<file path="config.mk">
export PLATFORM = sky130hd
export DESIGN_NAME = lab1_random_top
export DESIGN_NICKNAME = d
export VERILOG_FILES = /design/src/rtl/lab1_random_top.sv
export SDC_FILE = /design/constraint.sdc
export NUM_CORES = 1
export LEC_CHECK = 0
export CORE_MARGIN = 10
export CORE_UTILIZATION = 61
export DETAILED_ROUTE_END_ITERATION = 7
export PLACE_DENSITY = 0.81
export SETUP_SLACK_MARGIN = 0.3
export SKIP_LAST_GASP = 1
export SLEW_MARGIN = 10
export SYNTH_ARGS = -nofsm -noshare
export SYNTH_HDL_FRONTEND = slang
export SYNTH_SLANG_ARGS = --single-unit
</file>
<file path="constraint.sdc">
create_clock -name i_clk -period 5.65 [get_ports i_clk]
set_input_delay 1.695 -clock i_clk [delete_from_list [all_inputs] [get_ports i_clk]]
set_output_delay 1.695 -clock i_clk [all_outputs]
set_load 0.005 [all_outputs]
</file>
<file path="src/rtl/lab1_random_top.sv">
// lab1_random_top: core of the lab-1 random-number game.
// A start pulse launches a shuffle. The displayed nibble is reloaded from a
// free-running LFSR at ever longer intervals until it settles. Each settled
// value is logged in a 16-deep circular history that left/right pulses browse
// while idle. All outputs come straight from flops.
//
//   state | meaning
//   ------+-----------------------------------------------------------
//   IDLE  | showing the history entry selected by index; browsing allowed
//   RUN   | shuffling; the value is reloaded at the end of each step

module lab1_random_top #(
    parameter int BASE_PERIOD = 500000,
    parameter int SHUF_STEPS  = 16
) (
    input  logic        i_clk,
    input  logic        i_rst,
    input  logic        i_start,
    input  logic        i_left,
    input  logic        i_right,
    output logic [3:0]  o_random_out,
    output logic [3:0]  o_index_out,
    output logic [17:0] o_led,
    output logic [8:0]  o_led_idx
);

    // Wide enough for the period after the final step, which is discarded.
    localparam int TW = $clog2(BASE_PERIOD * (SHUF_STEPS + 1) + 1);
    localparam int SW = $clog2(SHUF_STEPS + 1);

    localparam logic [0:0] ST_IDLE = 1'b0;
    localparam logic [0:0] ST_RUN  = 1'b1;

    localparam logic [15:0]   LFSR_SEED = 16'hACE1;
    localparam logic [TW-1:0] BASE_W    = TW'(BASE_PERIOD);
    localparam logic [SW-1:0] LAST_STEP = SW'(SHUF_STEPS - 1);
    localparam logic [4:0]    HIST_FULL = 5'd16;

    logic [0:0]    state, state_nxt;
    logic [15:0]   lfsr, lfsr_nxt;
    logic [TW-1:0] timer, timer_nxt;
    logic [TW-1:0] period, period_nxt;
    logic [SW-1:0] step, step_nxt;
    logic [3:0]    hist [16];
    logic [3:0]    wptr, wptr_nxt;
    logic [4:0]    count, count_nxt;
    logic [3:0]    index, index_nxt;
    logic [3:0]    rnd_nxt;
    logic [3:0]    rd_ptr;
    logic          hist_we;
    logic          step_done;
    logic          browse_left;
    logic          browse_right;
    logic [15:0]   onehot_nxt;

    assign o_index_out = index;

    // Fibonacci LFSR, taps 16,14,13,11; free-runs so results depend on press timing.
    always_comb begin
        lfsr_nxt = {lfsr[14:0], lfsr[15] ^ lfsr[13] ^ lfsr[12] ^ lfsr[10]};
    end

    // Browse decode: opposing pulses in the same cycle cancel, and an empty
    // history has nothing to browse.
    always_comb begin
        browse_left  = i_left && !i_right && (count != 5'd0)
                       && ({1'b0, index} < (count - 5'd1));
        browse_right = i_right && !i_left && (count != 5'd0)
                       && (index != 4'd0);
    end

    // Next-state logic for the shuffle sequencer, history pointers and display.
    always_comb begin
        state_nxt  = state;
        timer_nxt  = timer;
        period_nxt = period;
        step_nxt   = step;
        wptr_nxt   = wptr;
        count_nxt  = count;
        index_nxt  = index;
        rnd_nxt    = o_random_out;
        hist_we    = 1'b0;
        rd_ptr     = wptr - 4'd1 - index;
        step_done  = (timer == (period - TW'(1)));

        case (state)
            ST_IDLE: begin
                // Display follows the registered index, so it lags an index
                // change by one cycle. An empty history keeps showing 0.
                if (count != 5'd0) begin
                    rnd_nxt = hist[rd_ptr];
                end
                if (i_start) begin
                    state_nxt  = ST_RUN;
                    step_nxt   = '0;
                    period_nxt = BASE_W;
                    timer_nxt  = '0;
                    index_nxt  = 4'd0;
                end else if (browse_left) begin
                    index_nxt = index + 4'd1;
                end else if (browse_right) begin
                    index_nxt = index - 4'd1;
                end
            end

            ST_RUN: begin
                if (i_start) begin
                    // Restart leaves the history and the shown value alone.
                    step_nxt   = '0;
                    period_nxt = BASE_W;
                    timer_nxt  = '0;
                end else if (step_done) begin
                    rnd_nxt    = lfsr[3:0];
                    timer_nxt  = '0;
                    period_nxt = period + BASE_W;
                    step_nxt   = step + SW'(1);
                    if (step == LAST_STEP) begin
                        hist_we   = 1'b1;
                        wptr_nxt  = wptr + 4'd1;
                        count_nxt = (count == HIST_FULL) ? HIST_FULL : count + 5'd1;
                        index_nxt = 4'd0;
                        state_nxt = ST_IDLE;
                    end
                end else begin
                    timer_nxt = timer + TW'(1);
                end
            end

            default: begin
                state_nxt = ST_IDLE;
            end
        endcase
    end

    // One-hot of the next displayed value for the red LED bank.
    always_comb begin
        onehot_nxt = 16'h0001 << rnd_nxt;
    end

    // Sequencer, pointer and LFSR registers.
    always_ff @(posedge i_clk) begin
        if (i_rst) begin
            state  <= ST_IDLE;
            lfsr   <= LFSR_SEED;
            timer  <= '0;
            period <= '0;
            step   <= '0;
            wptr   <= 4'd0;
            count  <= 5'd0;
            index  <= 4'd0;
        end else begin
            state  <= state_nxt;
            lfsr   <= lfsr_nxt;
            timer  <= timer_nxt;
            period <= period_nxt;
            step   <= step_nxt;
            wptr   <= wptr_nxt;
            count  <= count_nxt;
            index  <= index_nxt;
        end
    end

    // History log; the final shuffle value lands at the write pointer.
    always_ff @(posedge i_clk) begin
        if (i_rst) begin
            for (int i = 0; i < 16; i++) begin
                hist[i] <= 4'd0;
            end
        end else if (hist_we) begin
            hist[wptr] <= lfsr[3:0];
        end
    end

    // Output registers, loaded from next-state values so they stay aligned
    // with the internal state.
    always_ff @(posedge i_clk) begin
        if (i_rst) begin
            o_random_out <= 4'd0;
            o_led        <= 18'h00001;
            o_led_idx    <= 9'd0;
        end else begin
            o_random_out <= rnd_nxt;
            o_led        <= {(count_nxt == HIST_FULL), (state_nxt == ST_RUN), onehot_nxt};
            o_led_idx    <= {count_nxt, index_nxt};
        end
    end

endmodule

</file>
==> Implementation_results.wiki, run 1 <==
{| class="wikitable"
! Metric !! Value
|-
| Power after layout || 0.00263 W
|-
| Avg WL per Cell || 19.5 µm
|-
| Maximum VDD drop || 230 µV
|-
| Hold Path Origin || lfsr[14]$_SDFF_PP0_
|-
| Clock tree buffer depth || 2
|-
| Arrival time at the worst endpoint || 4.54 ns
|-
| Nets || 881
|-
| Seq/Total Area, Yosys || 46.5%
|-
| Number of register bits inferred by synthesis || 163
|-
| Number of distinct library cell variants in the gate-level netlist after synthesis || 67
|-
| Core Region || 13300 µm²
|-
| Width of the die || 137 µm
|-
| Crit-path max FO || 20
|-
| Fraction of final layout cells sized beyond drive strength 1 || 10.0%
|-
| Endpoint with the worst hold slack || lfsr[15]$_SDFF_PP1_
|-
| Setup TNS after final layout || 0 ns
|-
| Hold crit path type || flop to flop
|-
| Startpoint of the lowest-slack register-to-register path || period[7]$_SDFFE_PP0P_
|-
| Number of nets with antenna violations after detailed routing || 0
|-
| Number of global-route vias before repair || 6471
|-
| Worst reg-to-reg setup slack || 1.18 ns
|-
| Leakage || 3.18 nW
|-
| Row Count || 42
|-
| Diode count || 0
|-
| Clk Tree Root Cell || sky130_fd_sc_hd__clkbuf_16
|-
| Crit end category || flop
|-
| Source-to-sink clock delay at the later pin of the worst-skew pair || 0.44 ns
|-
| Rel. slew slack || 33.3%
|-
| CP max-delay cell || sky130_fd_sc_hd__o21ai_0
|-
| Initial antenna violation count || 0
|-
| Vertical die dimension || 137 µm
|-
| Most used DFF post-synth || sky130_fd_sc_hd__dfxtp_1
|-
| Overall die area || 18800 µm²
|-
| Count of buffer and inverter cells on the critical path || 0
|-
| Worst Max-Slew Pin Slew || 0.999 ns
|-
| Drt via density || 6.51
|-
| Period minus WS final || 4.47 ns
|-
| Aggregate global-route resource usage || 22.1%
|-
| Cells traversed along the worst timing path || or4_1, or4_1, a32oi_1, mux2i_1, nor4_4, nand4_1, o21ai_0
|-
| Syn Std Cell Area || 8390 µm²
|-
| Number of cells after detailed placement || 1013
|-
| Number of hold-repair buffers added at the cts stage || 0
|-
| Async SR Flop Fraction || 0%
|-
| Clock sink total || 163
|-
| Required @ worst endpoint || 5.72 ns
|-
| Synthesized instance count || 859
|-
| Share of the cycle needed by the critical path after routing || 79.2%
|-
| Number of I/O pins || 40
|-
| First-pass iteration count of the detailed router || 5
|-
| Top cells by instance count after synthesis || sky130_fd_sc_hd__nor2_1 (104), sky130_fd_sc_hd__dfxtp_1 (99), sky130_fd_sc_hd__edfxtp_1 (64)
|-
| Count of input and output buffers || 39
|-
| Number of flops mapped to enable cells by yosys || 64
|-
| Setup repair after global routing missed its margin || false
|-
| Kind of launch point of the worst setup path || flop
|-
| Routability congestion estimate from global placement || 0.928
|-
| Inserted Clock Buffers || 17
|-
| Number of H-tree levels || 4
|-
| Number of buffers inserted by post-CTS setup repair || 0
|-
| Number of max-cap violations || 0
|-
| Power density over the cells || 280 nW/µm²
|-
| Clock tree from TritonCTS || yes
|-
| Estimated wirelength of the detail-placed design || 13.9 mm
|-
| First DRT Iteration DRCs || 877
|-
| Most area-consuming cells after synthesis || sky130_fd_sc_hd__dfxtp_1 (24%), sky130_fd_sc_hd__edfxtp_1 (23%), sky130_fd_sc_hd__nor2_1 (4.7%)
|-
| Overall routed net length || 20.4 mm
|-
| Leading cell type by number of instances after synthesis || sky130_fd_sc_hd__nor2_1
|-
| Maximum number of pins on one net before global-route repair || 70
|-
| Critical path's top delay family || simple AND/OR/NAND/NOR gates
|-
| Fmax achieved || 0.224 GHz
|-
| Fin. max-slew vios || 0
|-
| Library cell appearing most often on the critical path || sky130_fd_sc_hd__or4_1
|-
| Number of nets produced by synthesis || 884
|-
| Final setup violation count || 0
|-
| Cell area after placement || 8770 µm²
|-
| Worst hold slack || 0.421 ns
|-
| Status || finished clean
|-
| Worst R2R Path Depth || 7
|-
| Clock Skew || 0.0116 ns
|-
| Residual DRC count || 0
|-
| Cell type with the highest aggregate area in the netlist || sky130_fd_sc_hd__dfxtp_1
|-
| Worst path max stage delay || 0.80 ns
|-
| Warning count from the yosys run || 0
|-
| Number of hold violations in the final report || 0
|-
| Final non-filler cell area || 9370 µm²
|-
| Starting Density || 62.9%
|-
| Final std cells w/o fill || 1045
|-
| Critical path type || flop to flop
|-
| Global-route wire length before repair || 33.0 mm
|-
| Hold Crit Depth || 1
|-
| Critical register-to-register path endpoint || hist[1][2]$_SDFFCE_PN0P_
|-
| Clock transition at the registers of the reported paths || 0.07 ns
|-
| Share of the synthesized area in the top cell type || 23.6%
|-
| Vias after detailed routing || 6808
|-
| GR Overflow Total || 0
|-
| Layout overhead on the synthesized area || 11.7%
|-
| Post_cts resized || 0
|-
| Avg Inst Size Synth || 9.77 µm²
|}
-- power by group --
group	total (W)	internal (W)	switching [W]
registers	0.00129	0.00126	0.0000308
clock network	0.00116	0.000628	0.000529
logic	0.000178	0.0000732	0.000105
total	0.00263	0.00196	0.000664
-- layer usage --
metal	global-route usage, %	wire length (µm)	share of wire, %	vias up
met1	28.1	8540	42	3313
li1	-	-	-	3130
met2	35.7	9700	48	328
met3	5.57	1800	8.8	37
met4	7.85	345	1.7	0
met5	0	0	0	-
-- cell type report --
class / count / area [µm²]
Timing Repair Buffer: 47 / 445
Clock inverter: 15 / 166
Fill cell: 969 / 3970
Inverter: 24 / 90.1
Multi-Input combinational cell: 603 / 4120
Clock buffer: 17 / 425
Tap cell: 176 / 220
Sequential cell: 163 / 3900
-- registers in the layout, indices dropped and copies added, names as in the netlist --
signal        cells
count             5
o_led            18
lfsr             16
hist             64
wptr              4
o_led_idx         1
step              5
o_random_out      4
period           19
o_index_out       3
timer            24
-- cell families (layout without fill, tap and decap cells) --
logic type / count (synthesis) / after routing / synth area share [%]
AND/OR/NAND/NOR: 337 / 337 / 22.0
AO/OA/AOI/OAI: 168 / 168 / 12.8
flip-flops: 163 / 163 / 46.5
buffers and inverters: 93 / 103 / 4.55
XOR/XNOR: 48 / 48 / 5.01
multiplexers: 30 / 30 / 6.01
adder cells (fa/ha/maj): 20 / 20 / 3.07
-- metrics by stage --
step,util [%],setup WS [ns]
2_1_floorplan,-,1.62
6_report,70.2,1.18
5_1_grt,70.2,0.857
3_3_place_gp,65.7,1.22
3_5_place_dp,65.7,1.02
4_1_cts,70.2,1.24
-- worst max-delay path by stage --
| stage | from | to | slack (ns) | cells past startpoint |
|---|---|---|---|---|
| 3_3_place_gp | i_start | hist[13][0]$_SDFFCE_PN0P_ | 1.22 | 4 |
| 3_5_place_dp | i_start | hist[13][2]$_SDFFCE_PN0P_ | 1.02 | 4 |
| 2_1_floorplan | period[7]$_SDFFE_PP0P_ | hist[0][0]$_SDFFCE_PN0P_ | 1.62 | 11 |
| 4_1_cts | period[7]$_SDFFE_PP0P_ | hist[13][2]$_SDFFCE_PN0P_ | 1.24 | 7 |
| 6_report | period[7]$_SDFFE_PP0P_ | hist[1][2]$_SDFFCE_PN0P_ | 1.18 | 7 |
| 5_1_grt | period[7]$_SDFFE_PP0P_ | hist[9][3]$_SDFFCE_PN0P_ | 0.86 | 7 |
-- layout by cell type, fill, tap and decap left out, types with 15 or more instances in the layout --
| cell | count |
|---|---|
| sky130_fd_sc_hd__clkbuf_16 | 17 |
| sky130_fd_sc_hd__nor2b_1 | 17 |
| sky130_fd_sc_hd__or3_1 | 15 |
| sky130_fd_sc_hd__nand2_1 | 35 |
| sky130_fd_sc_hd__ha_1 | 19 |
| sky130_fd_sc_hd__nor3_1 | 23 |
| sky130_fd_sc_hd__mux4_2 | 16 |
| sky130_fd_sc_hd__nor2_1 | 103 |
| sky130_fd_sc_hd__a21oi_1 | 49 |
| sky130_fd_sc_hd__o21ai_0 | 49 |
| sky130_fd_sc_hd__edfxtp_1 | 64 |
| sky130_fd_sc_hd__inv_1 | 23 |
| sky130_fd_sc_hd__xnor2_1 | 28 |
| sky130_fd_sc_hd__nand3b_1 | 15 |
| sky130_fd_sc_hd__nand4_1 | 16 |
| sky130_fd_sc_hd__clkdlybuf4s50_1 | 38 |
| sky130_fd_sc_hd__xor2_1 | 19 |
| sky130_fd_sc_hd__nand3_1 | 26 |
| sky130_fd_sc_hd__a211oi_1 | 16 |
| sky130_fd_sc_hd__dfxtp_1 | 99 |
Note: power is estimated with default switching activity, not from simulation.
==> inputs of run 2 (changes only) <==
CORE_UTILIZATION = 55   (was 61)
PLACE_DENSITY = 0.77   (was 0.81)
clock period = 3.7 ns   (was 5.65 ns; I/O delays follow)
==> run 2 against run 1 <==
  * Register-to-register slack worse by 0.93 ns
  * First-iteration DRC count is 23% lower
  * Sequential power is 53% higher
  * Combinational power is 110% higher
  * Via count is 3.4% higher
  * Clock-buffer cell count is 1 higher
  * Critical endpoint is now o_led[6]$_SDFF_PP0_
  * Sequential cell count stayed put
==> Implementation_results.wiki, run 2 (synthesis results as in run 1) <==
{| class="wikitable"
! Metric !! Value
|-
| Count of buffer and inverter cells on the critical path || 3 (was 0)
|-
| Commonest cells after routing, fill and taps aside || sky130_fd_sc_hd__nor2_1 (103), sky130_fd_sc_hd__dfxtp_1 (92), sky130_fd_sc_hd__edfxtp_1 (64) (was sky130_fd_sc_hd__nor2_1 (103), sky130_fd_sc_hd__dfxtp_1 (99), sky130_fd_sc_hd__edfxtp_1 (64))
|-
| Flop pwr share || 47.5% (was 49.2%)
|-
| Routability congestion estimate from global placement || 0.886 (was 0.928)
|-
| Vertical die dimension || 144 µm (was 137 µm)
|-
| Source-to-sink clock delay at the later pin of the worst-skew pair || 0.44 ns (about the same)
|-
| Residual DRC count || 0 (unchanged)
|-
| Diode count || 0 (unchanged)
|-
| Drt via density || 6.31 (was 6.51)
|-
| First DRT Iteration DRCs || 679 (was 877)
|-
| Clk Tree Root Cell || sky130_fd_sc_hd__clkbuf_16 (unchanged)
|-
| Worst Max-Slew Pin Slew || 0.988 ns (was 0.999 ns)
|-
| GR Overflow Total || 0 (unchanged)
|-
| First-pass iteration count of the detailed router || 7 (was 5)
|-
| Number of max-cap violations || 0 (unchanged)
|-
| Number of H-tree levels || 4 (unchanged)
|-
| Clock sink total || 163 (unchanged)
|-
| Fmax achieved || 0.289 GHz (was 0.224 GHz)
|-
| Most common library cell in the layout ignoring fill and taps || sky130_fd_sc_hd__nor2_1 (unchanged)
|-
| Clock tree from TritonCTS || yes (unchanged)
|-
| Top flop regs || hist (64), timer (24), period (19) (unchanged)
|-
| CP max-delay cell || sky130_fd_sc_hd__or4_4 (was sky130_fd_sc_hd__o21ai_0)
|-
| Switching share of total power || 25.1% (was 25.3%)
|-
| Count of input and output buffers || 39 (unchanged)
|-
| Nets || 939 (was 881)
|-
| Kind of launch point of the worst setup path || flop (unchanged)
|-
| Avg WL per Cell || 19.9 µm (was 19.5 µm)
|-
| Comb power frac || 8.8% (was 6.8%)
|-
| Status || finished clean (unchanged)
|-
| Core Region || 15100 µm² (was 13300 µm²)
|-
| Required @ worst endpoint || 4.04 ns (was 5.72 ns)
|-
| Count of filler cells inserted in the layout || 1083 (was 969)
|-
| Critical path type || flop to flop (unchanged)
|-
| Switching pwr || 0.00104 W (was 0.000664 W)
|-
| Global-route wire length before repair || 34.5 mm (was 33.0 mm)
|-
| Largest reg by FF count || hist (unchanged)
|-
| Worst path max stage delay || 0.58 ns (was 0.80 ns)
|-
| Power Internal || 0.00310 W (was 0.00196 W)
|-
| Number of hold violations in the final report || 0 (unchanged)
|-
| Number of hold-repair buffers added at the cts stage || 0 (unchanged)
|-
| Hold crit path type || flop to flop (unchanged)
|-
| Final setup violation count || 0 (unchanged)
|-
| Crit-path max FO || 8 (was 20)
|-
| Layout overhead on the synthesized area || 23.0% (was 11.7%)
|-
| Number of cells after detailed placement || 1064 (was 1013)
|-
| Number of nets with antenna violations after detailed routing || 0 (unchanged)
|-
| Fraction of final layout cells sized beyond drive strength 1 || 20.7% (was 10.0%)
|-
| Row Count || 45 (was 42)
|-
| Share of the cycle needed by the critical path after routing || 93.4% (was 79.2%)
|-
| Initial antenna violation count || 0 (unchanged)
|-
| Arrival time at the worst endpoint || 3.80 ns (was 4.54 ns)
|-
| Estimated wirelength of the detail-placed design || 14.0 mm (was 13.9 mm)
|-
| Final non-filler cell area || 10300 µm² (was 9370 µm²)
|-
| Period minus WS final || 3.46 ns (was 4.47 ns)
|-
| Setup TNS after final layout || 0 ns (unchanged)
|-
| Maximum number of pins on one net before global-route repair || 45 (was 70)
|-
| Clock transition at the registers of the reported paths || 0.07 ns (about the same)
|-
| Crit end category || flop (unchanged)
|-
| Final std cells w/o fill || 1115 (was 1045)
|-
| Inserted Clock Buffers || 17 (unchanged)
|-
| Leakage || 3.59 nW (was 3.18 nW)
|-
| Fin. max-slew vios || 0 (unchanged)
|-
| Width of the die || 144 µm (was 137 µm)
|-
| Setup repair after global routing missed its margin || true (was false)
|-
| Overall die area || 20600 µm² (was 18800 µm²)
|-
| Critical path's top delay family || simple AND/OR/NAND/NOR gates (unchanged)
|-
| Starting Density || 55.6% (was 62.9%)
|-
| Aggregate global-route resource usage || 21.0% (was 22.1%)
|-
| Final Util || 68.4% (was 70.2%)
|-
| Rel. slew slack || 33.9% (was 33.3%)
|-
| Maximum VDD drop || 367 µV (was 230 µV)
|-
| Number of I/O pins || 40 (unchanged)
|-
| Number of global-route vias before repair || 6602 (was 6471)
|-
| Power density over the cells || 402 nW/µm² (was 280 nW/µm²)
|-
| Flip-flop count of the largest register, all copies and words added || 64 (unchanged)
|-
| Cells traversed along the worst timing path || or4_4, or4_4, a32oi_2, mux2i_4, nor4_4, buf_4, buf_12, buf_4, nand3_1, a31o_4, nor4b_2 (was or4_1, or4_1, a32oi_1, mux2i_1, nor4_4, nand4_1, o21ai_0)
|-
| Clock tree buffer depth || 2 (unchanged)
|-
| Clock Skew || 0.0114 ns (was 0.0116 ns)
|-
| Overall routed net length || 22.2 mm (was 20.4 mm)
|-
| Cell area after placement || 9260 µm² (was 8770 µm²)
|-
| Clock Power Share || 43.7% (was 44.0%)
|-
| Vias after detailed routing || 7038 (was 6808)
|}
-- run 2: cell types whose count changed in the layout (fill, tap and decap cells not counted), sizes merged --
cell	delta
bufbuf	+1
or4	+1
clkinvlp	+1
a31o	+2
inv	+1
clkbuf	+3
buf	+52
bufinv	+1
clkinv	-4
-- run 2: final cells by class --
class / instances / area, µm² / share of cell area (%)
tap: 188 / 235 / 2.28
clock buffer: 18 / 429 / 4.16
clock inverter: 14 / 164 / 1.59
timing repair buffer: 102 / 971 / 9.41
multi-input combinational: 606 / 4510 / 43.8
inverter: 24 / 90.1 / 0.873
sequential: 163 / 3910 / 37.9
-- run 2: worst reg2reg max path, stage by stage, from the launching register on --
cell and delay, ns:
sky130_fd_sc_hd__dfxtp_2 0.37, sky130_fd_sc_hd__or4_4 0.58, sky130_fd_sc_hd__or4_4 0.50, sky130_fd_sc_hd__a32oi_2 0.23
sky130_fd_sc_hd__mux2i_4 0.15, sky130_fd_sc_hd__nor4_4 0.31, sky130_fd_sc_hd__buf_4 0.20, sky130_fd_sc_hd__buf_12 0.13
sky130_fd_sc_hd__buf_4 0.13, sky130_fd_sc_hd__nand3_1 0.15, sky130_fd_sc_hd__a31o_4 0.33, sky130_fd_sc_hd__nor4b_2 0.29
-- run 2: final timing paths --
check                           cells past startpoint                  end  slack [ns]                    from
worst max-delay path                               11  o_led[6]$_SDFF_PP0_        0.24  period[7]$_SDFFE_PP0P_
worst min-delay path                                1   lfsr[6]$_SDFF_PP1_        0.42      lfsr[5]$_SDFF_PP1_
worst max register to register                     11  o_led[6]$_SDFF_PP0_        0.24  period[7]$_SDFFE_PP0P_
worst min register to register                      1   lfsr[6]$_SDFF_PP1_        0.42      lfsr[5]$_SDFF_PP1_
-- run 2: routing by layer --
metal	global-route usage, %	share of wire (%)
met5	0	0
met4	7.42	1.8
met3	4.95	7.1
met2	34.4	49
met1	26.6	42
-- run 2: power groups by stage --
stage / Combinational, W / Sequential, W / Clock [W]
after floorplan: 0.000214 / 0.00199 / 0
after global placement: 0.000308 / 0.00200 / 0
after detailed placement: 0.000314 / 0.00200 / 0
after CTS: 0.000333 / 0.00196 / 0.00183
after global routing: 0.000388 / 0.00197 / 0.00191
final: 0.000366 / 0.00197 / 0.00181
-- run 2: through the flow --
step	power, W	hold slack, ns	setup WS (ns)
3_5_place_dp	0.00232	0.398	0.0654
3_3_place_gp	0.00231	0.397	0.108
4_1_cts	0.00412	0.421	0.267
2_1_floorplan	0.00220	0.389	0.0823
6_report	0.00414	0.416	0.243
5_1_grt	0.00427	0.433	0.161
-- run 2: what timing repair did --
action | 4_1_cts | 5_1_grt
hold endpoints to repair | 0 | 0
pin swaps | 2 | 14
endpoints found under the setup margin | 61 | 97
gates cloned | 3 | 3
buffers inserted | 1 | 12
resized for setup | 13 | 41
